## src/rtl/alu_op_driver.sv

```systemverilog
// alu_op_driver: command-side initiator for the 8-bit combinational ALU.
// Registers operands/select toward the ALU, captures result and flags one
// cycle later, and returns them over a valid/ready response channel.
// Keeps an accumulator for chained operations and a completed-op counter.
// Optional build macro ALU_OP_DRIVER_CHECK_EN adds a golden-model checker
// with a sticky mismatch flag (chk_err) and the select of the first miss.
module alu_op_driver #(
    parameter int unsigned DATA_W = 8,
    parameter int unsigned CNT_W  = 16
) (
    input  logic              clk,
    input  logic              rst,
    input  logic              cmd_valid,
    output logic              cmd_ready,
    input  logic [DATA_W-1:0] cmd_a,
    input  logic [DATA_W-1:0] cmd_b,
    input  logic [2:0]        cmd_sel,
    input  logic              cmd_use_acc,
    output logic [DATA_W-1:0] alu_a,
    output logic [DATA_W-1:0] alu_b,
    output logic [2:0]        alu_sel,
    input  logic [DATA_W-1:0] alu_out,
    input  logic              alu_carry,
    input  logic              alu_zero,
    output logic              rsp_valid,
    input  logic              rsp_ready,
    output logic [DATA_W-1:0] rsp_data,
    output logic              rsp_carry,
    output logic              rsp_zero,
    output logic [DATA_W-1:0] acc,
    output logic [CNT_W-1:0]  op_count
`ifdef ALU_OP_DRIVER_CHECK_EN
    ,
    output logic              chk_err,
    output logic [2:0]        chk_err_sel
`endif
);

    typedef enum logic [1:0] {
        IDLE = 2'd0,
        EXEC = 2'd1,
        RESP = 2'd2
    } state_t;

    state_t state;
    state_t next_state;

    logic cmd_fire;
    logic exec_cap;
    logic rsp_fire;

    // State register; reset returns to IDLE and drops any in-flight op.
    always_ff @(posedge clk) begin
        if (rst) begin
            state <= IDLE;
        end else begin
            state <= next_state;
        end
    end

    // Next-state and handshake decode; cmd_ready depends on state only.
    always_comb begin
        next_state = state;
        cmd_ready  = 1'b0;
        cmd_fire   = 1'b0;
        exec_cap   = 1'b0;
        rsp_fire   = 1'b0;
        case (state)
            IDLE: begin
                cmd_ready = 1'b1;
                if (cmd_valid) begin
                    cmd_fire   = 1'b1;
                    next_state = EXEC;
                end
            end
            EXEC: begin
                exec_cap   = 1'b1;
                next_state = RESP;
            end
            RESP: begin
                if (rsp_valid && rsp_ready) begin
                    rsp_fire   = 1'b1;
                    next_state = IDLE;
                end
            end
            default: begin
                next_state = IDLE;
            end
        endcase
    end

    // ALU operand registers; they only change on an accepted command so the
    // combinational ALU inputs stay quiet outside EXEC.
    always_ff @(posedge clk) begin
        if (rst) begin
            alu_a   <= '0;
            alu_b   <= '0;
            alu_sel <= '0;
        end else if (cmd_fire) begin
            alu_a   <= cmd_use_acc ? acc : cmd_a;
            alu_b   <= cmd_b;
            alu_sel <= cmd_sel;
        end
    end

    // Result capture at the end of EXEC; accumulator follows the ALU output.
    always_ff @(posedge clk) begin
        if (rst) begin
            rsp_data  <= '0;
            rsp_carry <= 1'b0;
            rsp_zero  <= 1'b0;
            acc       <= '0;
        end else if (exec_cap) begin
            rsp_data  <= alu_out;
            rsp_carry <= alu_carry;
            rsp_zero  <= alu_zero;
            acc       <= alu_out;
        end
    end

    // Response valid and completed-op counter (wraps silently).
    always_ff @(posedge clk) begin
        if (rst) begin
            rsp_valid <= 1'b0;
            op_count  <= '0;
        end else begin
            if (exec_cap) begin
                rsp_valid <= 1'b1;
            end else if (rsp_fire) begin
                rsp_valid <= 1'b0;
                op_count  <= op_count + CNT_W'(1);
            end
        end
    end

`ifdef ALU_OP_DRIVER_CHECK_EN
    logic [DATA_W:0]   gold_wide;
    logic [DATA_W-1:0] gold_data;
    logic              gold_carry;
    logic              gold_zero;
    logic              chk_miss;

    // Reference ALU evaluated on the registered operands; the extra top bit
    // carries add carry-out / subtract borrow and is zero for all other ops.
    always_comb begin
        gold_wide = '0;
        case (alu_sel)
            3'b000:  gold_wide = {1'b0, alu_a} + {1'b0, alu_b};
            3'b001:  gold_wide = {1'b0, alu_a} - {1'b0, alu_b};
            3'b010:  gold_wide = {1'b0, alu_a & alu_b};
            3'b011:  gold_wide = {1'b0, alu_a | alu_b};
            3'b100:  gold_wide = {1'b0, alu_a ^ alu_b};
            3'b101:  gold_wide = {1'b0, ~alu_a};
            3'b110:  gold_wide = {1'b0, alu_a << 1};
            default: gold_wide = {1'b0, alu_a >> 1};
        endcase
        gold_data  = gold_wide[DATA_W-1:0];
        gold_carry = gold_wide[DATA_W];
        gold_zero  = (gold_data == '0);
        chk_miss   = exec_cap && ((gold_data != alu_out) ||
                                  (gold_carry != alu_carry) ||
                                  (gold_zero != alu_zero));
    end

    // Sticky error flag; only the first mismatching select is recorded.
    always_ff @(posedge clk) begin
        if (rst) begin
            chk_err     <= 1'b0;
            chk_err_sel <= '0;
        end else if (chk_miss && !chk_err) begin
            chk_err     <= 1'b1;
            chk_err_sel <= alu_sel;
        end
    end
`endif

endmodule

```

## config.mk

```make
export PLATFORM = sky130hd
export DESIGN_NAME = alu_op_driver
export DESIGN_NICKNAME = d
export VERILOG_FILES = /design/src/rtl/alu_op_driver.sv
export SDC_FILE = /design/constraint.sdc
export NUM_CORES = 1
export LEC_CHECK = 0
export CORE_MARGIN = 2
export CORE_UTILIZATION = 41
export CTS_CLUSTER_DIAMETER = 30
export CTS_CLUSTER_SIZE = 20
export DETAILED_ROUTE_END_ITERATION = 10
export GPL_ROUTABILITY_DRIVEN = 1
export GPL_TIMING_DRIVEN = 1
export PLACE_DENSITY = 0.79
export SLEW_MARGIN = 20
export SYNTH_ARGS = -nofsm -noshare
export SYNTH_HDL_FRONTEND = slang
export SYNTH_SLANG_ARGS = --single-unit
```

## constraint.sdc

```tcl
create_clock -name clk -period 1.8 [get_ports clk]
set_input_delay 0.27 -clock clk [delete_from_list [all_inputs] [get_ports clk]]
set_output_delay 0.27 -clock clk [all_outputs]
set_load 0.005 [all_outputs]
```

==> run summary <==
The run finished with clean final reports. The cell count after placement came out at 386. For this run, the leading register cell type out of synthesis is sky130_fd_sc_hd__dfxtp_1. The pin count of the biggest net entering global routing is 49. The first-pass iteration count of the detailed router came out at 4. Once the clock tree was built, the setup fixing pass inserted 0 buffers. STA classifies the critical path startpoint as a register. Measured along the y axis, the die boundary spans 73.8 µm. Setup repair after global routing left no endpoint under its margin. The required arrival time at the worst endpoint is 2020 ps. The final estimated routing congestion in global placement is 0.822. The design draws 2.13 mW. For this design the static power due to leakage is around 1.1 nW. Counting every net in the synthesized netlist gives 271.

The post-route fraction of the period consumed by the critical path came out at a little over 90%. The total global routing overflow came out at 0. In this run the worst path has a maximum fanout of 6. The endpoint arrival time on the critical path came out at between 1500 and 2000 ps. The mean instance size in the synthesized netlist came out at 8.46 µm². For the pin with the worst max-slew slack, the measured transition is 505 ps. The starting DRC count in detailed routing came out at 65. The number of I/O pins is 89. The number of flops mapped to enable cells by yosys came out at 0.

The clock slew seen by the registers of the worst setup and hold paths came out at about 80 ps. The critical path is of the reg -> reg type. The peak ir drop on the vdd network is 736 µV.

The count of hold-fix buffers inserted at cts is 0. The initial core utilization is 42.3%. The die area came out at 5440 µm².

The maximum clock insertion buffer count came out at 2. The post-place setup slack came out at -216 ps. The clock latency on the worst-skew pair came out at roughly 280 ps. The type of the tightest min-delay check is in -> reg. The tree is rooted in a sky130_fd_sc_hd__clkbuf_8. The die span in x is 73.8 µm. TritonCTS built the clock tree. The final core utilization came out at approximately 65%.

The total power density per cell area is 694 nW/µm². For this design, the sink count on the clock tree is 48. The post-detailed-routing wire length is between 5 and 6 mm. The number of nets in the finished design is ~360.

The aggregate global-route resource usage came out at 19.1%. The setup TNS came out at 0 ps. Port buffering added between 80 and 90 buffers. The via count of the first global-routing pass came out at roughly 1800. The sequential element share of the synthesized area came out at 48.2%.

The non-filler instance count after layout is 394. After layout, the worst setup slack is 124 ps. The cell row count came out at 25. The synthesized area is 2000 µm².

STA classifies the critical path endpoint as a register. The max-slew headroom at the worst pin is 66.4%. In the final layout, the share of cells above drive strength 1 is under 10%.

The diode insertion count for antenna repair is 0. The number of buffers inserted during clock tree synthesis is 5. The number of warnings issued by yosys came out at 0. In the routed design, unresolved DRC markers number 0. The number of levels in the clock H-tree is 2. The number of antenna violations at the first check in global routing came out at 0. The number of max-cap violations came out at 0. The area inside the core boundary is roughly 4700 µm². The average detailed-routed wire length per instance came out at 12.9 µm. The detailed-placement wirelength estimate is 3.75 mm. The number of pins exceeding their max-slew limit in the final report is 0. Using the TritonRoute via totals, the vias-per-cell ratio works out to between 4 and 5.

The first global-routing pass estimated 8.27 mm of wire. The flop and latch count out of synthesis is 48. From synthesis to final layout, the design area changed by 54.2%. The final hold violation count came out at 0. The count of nets left with antenna violations after detail routing came out at 0. The cell count after synthesis is 236. The minimum clock period after layout came out at 1680 ps. Between clock sinks in the finished design, the worst skew comes to 5.56 ps.

Setup violations remaining at the end of the flow were counted as 0. The count of cell types in the netlist came out at 32. The number of gates given a new drive strength after cts came out at 0. The detailed-route via count is 1928. The top achievable clock speed is 597 MHz. The share of flip-flops with an asynchronous set or reset came out at 0%.
synthesized netlist by cell type (all sizes together) (4+ instances only):
library cell,instances,area (µm²)
nor2,21,78.8
clkbuf,9,33.8
a211oi,8,60.1
buf,12,77.6
dfxtp,48,961
nand2,51,191
nand3,5,25.0
or4,4,33.8
nand4,5,31.3
xnor2,7,61.3
mux2i,8,80.1
a21oi,29,145
o31ai,4,30.0
layer usage:
layer | track usage, % | up-vias | wire [µm] | share of wire, %
met5 | 0 | - | 0 | 0
met4 | 4.65 | 0 | 34 | 0.67
met3 | 2.88 | 2 | 202 | 4.0
met2 | 33.7 | 50 | 2560 | 51
met1 | 24.2 | 899 | 2270 | 45
li1 | - | 977 | - | -
where the power goes:
group / internal (mW) / switching [mW] / leakage, nW
Sequential: 1.11 / 0.0328 / 0.391
Clock: 0.314 / 0.329 / 0.0455
Combinational: 0.214 / 0.134 / 0.694
cells in the final DEF (no fill, tap or decap), types with 2 or more instances in the layout:
| cell type | instances |
|---|---|
| sky130_fd_sc_hd__nand3b_1 | 2 |
| sky130_fd_sc_hd__xor2_1 | 3 |
| sky130_fd_sc_hd__clkdlybuf4s50_1 | 86 |
| sky130_fd_sc_hd__nor3_1 | 2 |
| sky130_fd_sc_hd__nor2_1 | 20 |
| sky130_fd_sc_hd__clkbuf_1 | 2 |
| sky130_fd_sc_hd__or4_1 | 3 |
| sky130_fd_sc_hd__nand4_1 | 5 |
| sky130_fd_sc_hd__nor4_1 | 3 |
| sky130_fd_sc_hd__dfxtp_1 | 48 |
| sky130_fd_sc_hd__o31ai_1 | 4 |
| sky130_fd_sc_hd__inv_1 | 3 |
| sky130_fd_sc_hd__a21oi_1 | 29 |
| sky130_fd_sc_hd__clkbuf_8 | 6 |
| sky130_fd_sc_hd__mux2i_1 | 8 |
| sky130_fd_sc_hd__xnor2_1 | 7 |
| sky130_fd_sc_hd__a211oi_1 | 8 |
| sky130_fd_sc_hd__buf_4 | 15 |
| sky130_fd_sc_hd__nand2_1 | 51 |
| sky130_fd_sc_hd__nand3_1 | 5 |
kinds of logic after synthesis:
logic type | Yosys count | synth area share [%]
muxes | 8 | 4.01
and+or+nand+nor | 103 | 24.6
adders and majority gates | 1 | 0.627
xor gates and xnor gates | 10 | 4.39
buffers and inverters | 24 | 6.14
DFF | 48 | 48.2
AOI/OAI and AO/OA | 42 | 12.0
through the flow:
step	hold slack, ps	instance area, µm²
after global placement	442	2980
final	409	3080
after detailed placement	447	2980
after floorplan	406	2000
after CTS	460	3070
after global routing	414	3080
state kept, by name (all words and copies together) (netlist names):
register	count
alu_sel	3
alu_a	8
rsp_carry	1
rsp_valid	1
rsp_zero	1
alu_b	8
op_count	16
state	2
acc	8
worst max-delay path, cell delays in order, from the launching register on:
cell                       delay [ps]
sky130_fd_sc_hd__dfxtp_1          450
sky130_fd_sc_hd__nand4b_4         140
sky130_fd_sc_hd__or4_4            520
sky130_fd_sc_hd__or3_1            350
sky130_fd_sc_hd__a21oi_1          150
final cells by class:
type / instances / area, µm²
Fill cell: 423 / 1650
Timing Repair Buffer: 104 / 1010
Sequential cell: 48 / 961
Multi-Input combinational cell: 164 / 920
Clock buffer: 8 / 90.1
Tap cell: 67 / 83.8
Inverter: 3 / 11.3
worst paths after layout:
path                               endpoint  slack, ps  cells after the start                   from
setup / recovery  op_count[15]$_SDFFE_PP0P_        120                      4  state[1]$_SDFFE_PP0P_
hold / removal        state[1]$_SDFFE_PP0P_        410                      4              rsp_ready
setup reg to reg  op_count[15]$_SDFFE_PP0P_        120                      4  state[1]$_SDFFE_PP0P_
hold reg to reg       alu_b[0]$_SDFFE_PP0P_        460                      2  alu_b[0]$_SDFFE_PP0P_
Power figures use the tool's default switching activity.
